$ cat src/rtl/mem_stage.sv
// mem_stage: MEM stage of the 16-bit pipeline.
// It consumes the EX/MEM register outputs and fills the MEM/WB register.
// Non-memory instructions pass through with a 1-cycle latency.
// Loads and stores run a req/ack transaction on the data-memory port. The
// pipeline stalls until the memory acks or the access times out.
// Ports:
//   clk, rst                  clock, synchronous active-high reset
//   valid_in .. mem_to_reg_in EX/MEM slot contents
//   stall_out                 upstream holds its inputs (combinational from state)
//   dmem_*                    data-memory req/ack port
//   valid_out .. bus_err_out  MEM/WB slot; valid_out/bus_err_out are 1-cycle pulses
module mem_stage #(
    parameter int unsigned TIMEOUT_CYCLES = 255,
    parameter int unsigned CNT_W          = 8
) (
    input  logic        clk,
    input  logic        rst,
    input  logic        valid_in,
    input  logic [15:0] alu_result_in,
    input  logic [15:0] rs2_data_in,
    input  logic [3:0]  rd_in,
    input  logic        reg_write_in,
    input  logic        mem_read_in,
    input  logic        mem_write_in,
    input  logic        mem_to_reg_in,
    output logic        stall_out,
    output logic        dmem_req,
    output logic        dmem_we,
    output logic [15:0] dmem_addr,
    output logic [15:0] dmem_wdata,
    input  logic        dmem_ack,
    input  logic [15:0] dmem_rdata,
    output logic        valid_out,
    output logic [15:0] wb_data_out,
    output logic [3:0]  rd_out,
    output logic        reg_write_out,
    output logic        bus_err_out
);

    typedef enum logic {IDLE, ACCESS} state_t;

    state_t           state;
    logic [CNT_W-1:0] cnt;
    logic [3:0]       rd_q;
    logic             reg_write_q;
    logic             mem_to_reg_q;
    logic             accept;
    logic             mem_op;

    assign stall_out = (state == ACCESS);
    assign accept    = valid_in && !stall_out;
    assign mem_op    = mem_read_in || mem_write_in;

    // Stage FSM; the pulse outputs default low every cycle.
    always_ff @(posedge clk) begin
        if (rst) begin
            state         <= IDLE;
            cnt           <= '0;
            rd_q          <= '0;
            reg_write_q   <= 1'b0;
            mem_to_reg_q  <= 1'b0;
            dmem_req      <= 1'b0;
            dmem_we       <= 1'b0;
            dmem_addr     <= '0;
            dmem_wdata    <= '0;
            valid_out     <= 1'b0;
            wb_data_out   <= '0;
            rd_out        <= '0;
            reg_write_out <= 1'b0;
            bus_err_out   <= 1'b0;
        end else begin
            valid_out     <= 1'b0;
            reg_write_out <= 1'b0;
            bus_err_out   <= 1'b0;
            case (state)
                IDLE: begin
                    if (accept && !mem_op) begin
                        valid_out     <= 1'b1;
                        wb_data_out   <= alu_result_in;
                        rd_out        <= rd_in;
                        reg_write_out <= reg_write_in;
                    end else if (accept) begin
                        // A read+write combination is a store, since we follows mem_write_in.
                        rd_q         <= rd_in;
                        reg_write_q  <= reg_write_in;
                        mem_to_reg_q <= mem_to_reg_in;
                        dmem_req     <= 1'b1;
                        dmem_we      <= mem_write_in;
                        dmem_addr    <= alu_result_in;
                        dmem_wdata   <= rs2_data_in;
                        cnt          <= '0;
                        state        <= ACCESS;
                    end
                end
                ACCESS: begin
                    // An ack takes priority over a timeout in the same cycle.
                    if (dmem_ack) begin
                        dmem_req      <= 1'b0;
                        valid_out     <= 1'b1;
                        wb_data_out   <= mem_to_reg_q ? dmem_rdata : dmem_addr;
                        rd_out        <= rd_q;
                        reg_write_out <= reg_write_q;
                        state         <= IDLE;
                    end else if (cnt == CNT_W'(TIMEOUT_CYCLES - 1)) begin
                        dmem_req    <= 1'b0;
                        valid_out   <= 1'b1;
                        bus_err_out <= 1'b1;
                        wb_data_out <= '0;
                        rd_out      <= rd_q;
                        state       <= IDLE;
                    end else begin
                        cnt <= cnt + CNT_W'(1);
                    end
                end
                default: state <= IDLE;
            endcase
        end
    end

endmodule

$ cat config.mk
export PLATFORM = sky130hd
export DESIGN_NAME = mem_stage
export DESIGN_NICKNAME = d
export VERILOG_FILES = /design/src/rtl/mem_stage.sv
export SDC_FILE = /design/constraint.sdc
export NUM_CORES = 1
export LEC_CHECK = 0
export CAP_MARGIN = 0
export CELL_PAD_IN_SITES_DETAIL_PLACEMENT = 1
export CELL_PAD_IN_SITES_GLOBAL_PLACEMENT = 2
export CORE_MARGIN = 4
export CORE_UTILIZATION = 26
export DETAILED_ROUTE_END_ITERATION = 10
export GPL_TIMING_DRIVEN = 0
export PLACE_DENSITY_LB_ADDON = 0.1
export SYNTH_ARGS = -nofsm -noshare
export SYNTH_HDL_FRONTEND = slang
export SYNTH_SLANG_ARGS = --single-unit
$ cat constraint.sdc
create_clock -name clk -period 3.72 [get_ports clk]
set_input_delay 0.744 -clock clk [delete_from_list [all_inputs] [get_ports clk]]
set_output_delay 0.744 -clock clk [all_outputs]
set_load 0.05 [all_outputs]
* After elaboration in Yosys (flattened, before gate mapping)
Cells that the tools add are included.
** Word-level totals
- Logic and storage cells :: 65
- Bits in registers :: 72
- Input port bits :: 60
** Cells by class
- Eq/ne operators :: 7
- Add/subtract/negate cells :: 1
- Mux-type cells :: 31
- Bitwise gates (word level) :: 2
- Reductions and logical operators :: 10
** Operators by type and width (count)
- $mux W16 :: 4
- $mux W8 :: 4
- $pmux W16 S2 :: 1
- $pmux W8 S2 :: 1
- $mux W1 :: 13
- $mux W4 :: 3
- $ne A2 B2 Y1 const B :: 5
- $add A8 B1 Y8 const B :: 1
- $eq A8 B8 Y1 const B :: 1
- $pmux W1 S2 :: 4
- $pmux W4 S2 :: 1
- $reduce_and A3 Y1 :: 2
- $reduce_and A4 Y1 :: 1
- $ne A3 B2 Y1 const B :: 1
- $reduce_or A3 Y1 :: 1
- $logic_and A1 B1 Y1 :: 2
- $logic_not A1 Y1 :: 2
- $not A1 Y1 :: 2
- $reduce_and A2 Y1 :: 1
- $logic_or A1 B1 Y1 :: 1

* Depth between registers and ports, before layout
- Depth in word-level cells :: 5
- Mapped depth :: 7
- Mapped depth without buffers :: 6

* Worst setup path after synthesis
OpenSTA, ideal clock, no wires.
- Path kind :: input to register
- From :: input port dmem_ack
- To :: register cnt[6]
- Stages :: 5
- Setup slack :: 1.883 ns
- Required time :: 3.625 ns
- Library setup time :: 0.095 ns
- Arrival time :: 1.742 ns
- Cells stage by stage :: buf_6 -> nand2b_4 -> o21bai_4 -> or4b_1 -> o311ai_1
** Between the ends
- Word-level cells in the longest chain between the ends :: 2
** Ends and longest elaborated chain
- from (decl) :: line 31 : input logic dmem_ack,
- $ne A2 B2 Y1 (no source line)
- $reduce_and A4 Y1 (no source line)
- to (signal assigned) :: line 112 : cnt <= cnt + CNT_W'(1);
- to (decl) :: line 43 : logic [CNT_W-1:0] cnt;
Every way passes these cells.
A chain may end at the register's enable or synchronous reset.

* Worst setup path in the final report
- From :: register dmem_addr[15]
- To :: output port dmem_addr[15]
** RTL lines
- from (decl) :: line 29 : output logic [15:0] dmem_addr,
- from (signal assigned) :: line 89 : dmem_addr <= alu_result_in;
No word-level cell between the ends.

==> run_results.csv <==
group,metric,value,unit
timing,tightest_slew,0.724,ns
hold_path,hold_path_class,"flip-flop to flip-flop",
clocking,postCtsSetupRepairBufs,0,
timing,setup_viol,0,
clocking,numCtsBuffers,9,
worst_setup_path,crit_family,"buffers and inverters",
placed_design,gp_congestion,0.767,
clocking,cts-resized-gates,0,
floorplan,fp-row-count,39,
timing,hold_viol_final,0,
worst_setup_path,critPathLaunchType,"flip-flop",
drt,vias,3127,
timing,min_period_over_period,0.622,
logic_synthesis,synth_largest_area_cell,"dfxtp_1",
power_and_ir_drop,swShare,0.296,
drt,vias_per_cell,4.85,
placed_design,hpwl,8260,um
logic_synthesis,synth_seq_cells,72,
worst_setup_path,ff2ff_path_depth,7,
cells_and_area,final_cells,645,
clocking,path_clk_slew,0.06,ns
logic_synthesis,netlist_area,3120,sq um
logic_synthesis,yosysTopAreaCellShare,0.462,
clocking,cts_tree,"done",
cells_and_area,fillCellCount,1386,
logic_synthesis,ys_seq_area_frac,0.462,
floorplan,pin_count,118,
logic_synthesis,async_flop_share,0,
drt,routed_wl,11200,um
timing,max_freq,432,MHz
clocking,cts_buffer_depth,2,
power_and_ir_drop,finalPower,2.12,mW
power_and_ir_drop,power_density,449,nW/um^2
worst_setup_path,critical_path_class,"flip-flop to output pin",
floorplan,die_w,118,um
floorplan,die_area,13800,sq um
cells_and_area,fin_nets,560,
timing,holdWs,0.455,ns
logic_synthesis,synth_nets,433,
worst_setup_path,worstPathMaxFanout,3,
clocking,cts.sinks,72,
floorplan,floorplan.initialDensity,0.270,
timing,rsz0062_at_grt,"false",
worst_setup_path,end_kind,"output pin",
placed_design,dp_cells,630,
clocking,cts_root_buf,"clkbuf_16",
logic_synthesis,synthesis.area_per_instance,8.41,sq um
drt,first_pass_iters,4,
logic_synthesis,synth_edf_count,0,
global_routing,antenna_found_initial,0,
worst_setup_path,max_stage_delay,0.83,ns
cells_and_area,diodes,0,
power_and_ir_drop,switchingPower,627,uW
logic_synthesis,yosys_warnings,0,
run,max-cap-violations,0,
logic_synthesis,yosysMostFrequentCell,"nand2_1",
power_and_ir_drop,pwr-share-seq,0.399,
logic_synthesis,synth.distinct_cells,40,
global_routing,grt_max_degree,11,
drt,drc,0,
timing,skew,0.00628,ns
worst_setup_path,crit_arrival,1.57,ns
cells_and_area,drive_gt1_frac,0.116,
drt,wl_per_cell,17.4,um
worst_setup_path,required,2.98,ns
global_routing,grtUsageTotal,0.166,
power_and_ir_drop,p_leak,1.72,nW
logic_synthesis,syn_inst,371,
timing,min_period,2.31,ns
global_routing,globalRouteOverflowTotal,0,
worst_setup_path,crit_buf_inv,1,
worst_setup_path,worstPathCellList,"clkdlybuf4s50_1",
clocking,clock_latency,0.33,ns
logic_synthesis,synthTopCellsByCount,"nand2_1, dfxtp_1, a21oi_1",
floorplan,core_area,11600,sq um
drt,drtIter0Drc,85,
timing,drv_slew,0,
global_routing,grt_pass1_wl,18400,um
power_and_ir_drop,clock_power_share,0.375,
worst_setup_path,slowest_stage,"clkdlybuf4s50_1",
logic_synthesis,synth_ff_type,"dfxtp_1",
power_and_ir_drop,internal_power,1.49,mW
placed_design,portBuffers,116,
cells_and_area,area_growth,51.5,%
timing,finalSetupTns,0,ns
hold_path,whs_path_depth,2,
status,status,"complete, no violations",
power_and_ir_drop,combPwrFrac,0.226,
floorplan,fp.dieH,118,um
worst_setup_path,path_depth,1,
global_routing,grt_pass1_vias,3395,
clocking,htreeDepth,3,
logic_synthesis,synthTopCellsByArea,"dfxtp_1, nand2_1, a21oi_1",
power_and_ir_drop,vdd_drop_max,0.238,mV
timing,max-slew-margin-rel,0.517,
drt,route.antenna.remaining_nets,0,
clocking,hold_buffers,0,
## layout make-up
type                       instances  area (sq um)  share of cell area
inverter                           2          7.51             0.00159
buffer                            27           158              0.0333
clock buffer                      15           268              0.0566
tap                              143           179              0.0378
sequential                        72          1440               0.305
multi-input combinational        270          1510               0.320
timing repair buffer             116          1160               0.246
## final timing paths
check                    endpoint  slack (ns)            from
setup / recovery    dmem_addr[15]        1.41   dmem_addr[15]
hold / removal     dmem_wdata[10]        0.45  dmem_wdata[10]
setup reg to reg  wb_data_out[13]        1.94          cnt[0]
hold reg to reg    dmem_wdata[10]        0.45  dmem_wdata[10]
## routing by layer
layer / wire length (um) / track usage
met5: 0 / 0
met4: 180 / 0.0571
met3: 552 / 0.0442
met2: 5380 / 0.284
met1: 5100 / 0.203
## power groups by stage
stage	combinational (mW)	clock, mW	sequential (mW)
3_3_place_gp	0.480	0	0.861
6_report	0.479	0.796	0.846
2_1_floorplan	0.141	0	1.00
4_1_cts	0.486	0.823	0.846
3_5_place_dp	0.484	0	0.863
5_1_grt	0.513	0.855	0.852
## flip-flops by register name, summed over array words and instances, names as in the netlist
name,count
dmem_addr,16
stall_out,1
bus_err_out,1
dmem_we,1
reg_write_q,1
cnt,8
valid_out,1
reg_write_out,1
rd_q,4
mem_to_reg_q,1
rd_out,4
dmem_req,1
dmem_wdata,16
wb_data_out,16
## tightest hold or removal path: cells and delay by family, from the launching register on
kind,cells,cell delay [ns]
AO/OA/AOI/OAI,1,0.05
AND/OR/NAND/NOR,1,0.05
flip-flops,1,0.31
## cell families (layout without fill, tap and decap cells)
| kind of cell | Yosys count | count (layout) | share of synthesized area |
|---|---|---|---|
| AOI/OAI and AO/OA | 78 | 78 | 0.153 |
| adders and majority gates | 2 | 2 | 0.00802 |
| buffers and inverters | 29 | 160 | 0.0529 |
| DFF | 72 | 72 | 0.462 |
| muxes | 16 | 16 | 0.0577 |
| and+or+nand+nor | 174 | 174 | 0.266 |
## per-stage QoR
| step | utilization | area [sq um] | setup slack (ns) |
|---|---|---|---|
| after detailed placement | 0.386 | 4460 | 1.05 |
| final | 0.409 | 4730 | 1.41 |
| after CTS | 0.409 | 4730 | 1.39 |
| after global placement | 0.386 | 4460 | 1.08 |
| after floorplan | - | 3120 | 1.88 |
| after global routing | 0.409 | 4730 | 1.25 |
## cell usage in the layout (no fill, tap or decap), types with 2 or more instances in the layout
master             n
a21oi_1           61
a22oi_1            2
a31oi_1            2
and4_4             2
buf_2              6
buf_4              3
buf_6              5
clkbuf_1          17
clkbuf_16          9
clkbuf_8           2
clkdlybuf4s50_1  116
dfxtp_1           72
ha_1               2
inv_1              2
mux2_2            16
nand2_1           84
nand2b_1           2
nand2b_4           2
nand3_1            5
nand4_1            2
nor2_1            33
nor3_1            17
nor4_1            16
nor4_2             2
o221a_2            4
Power figures use the tool's default switching activity.
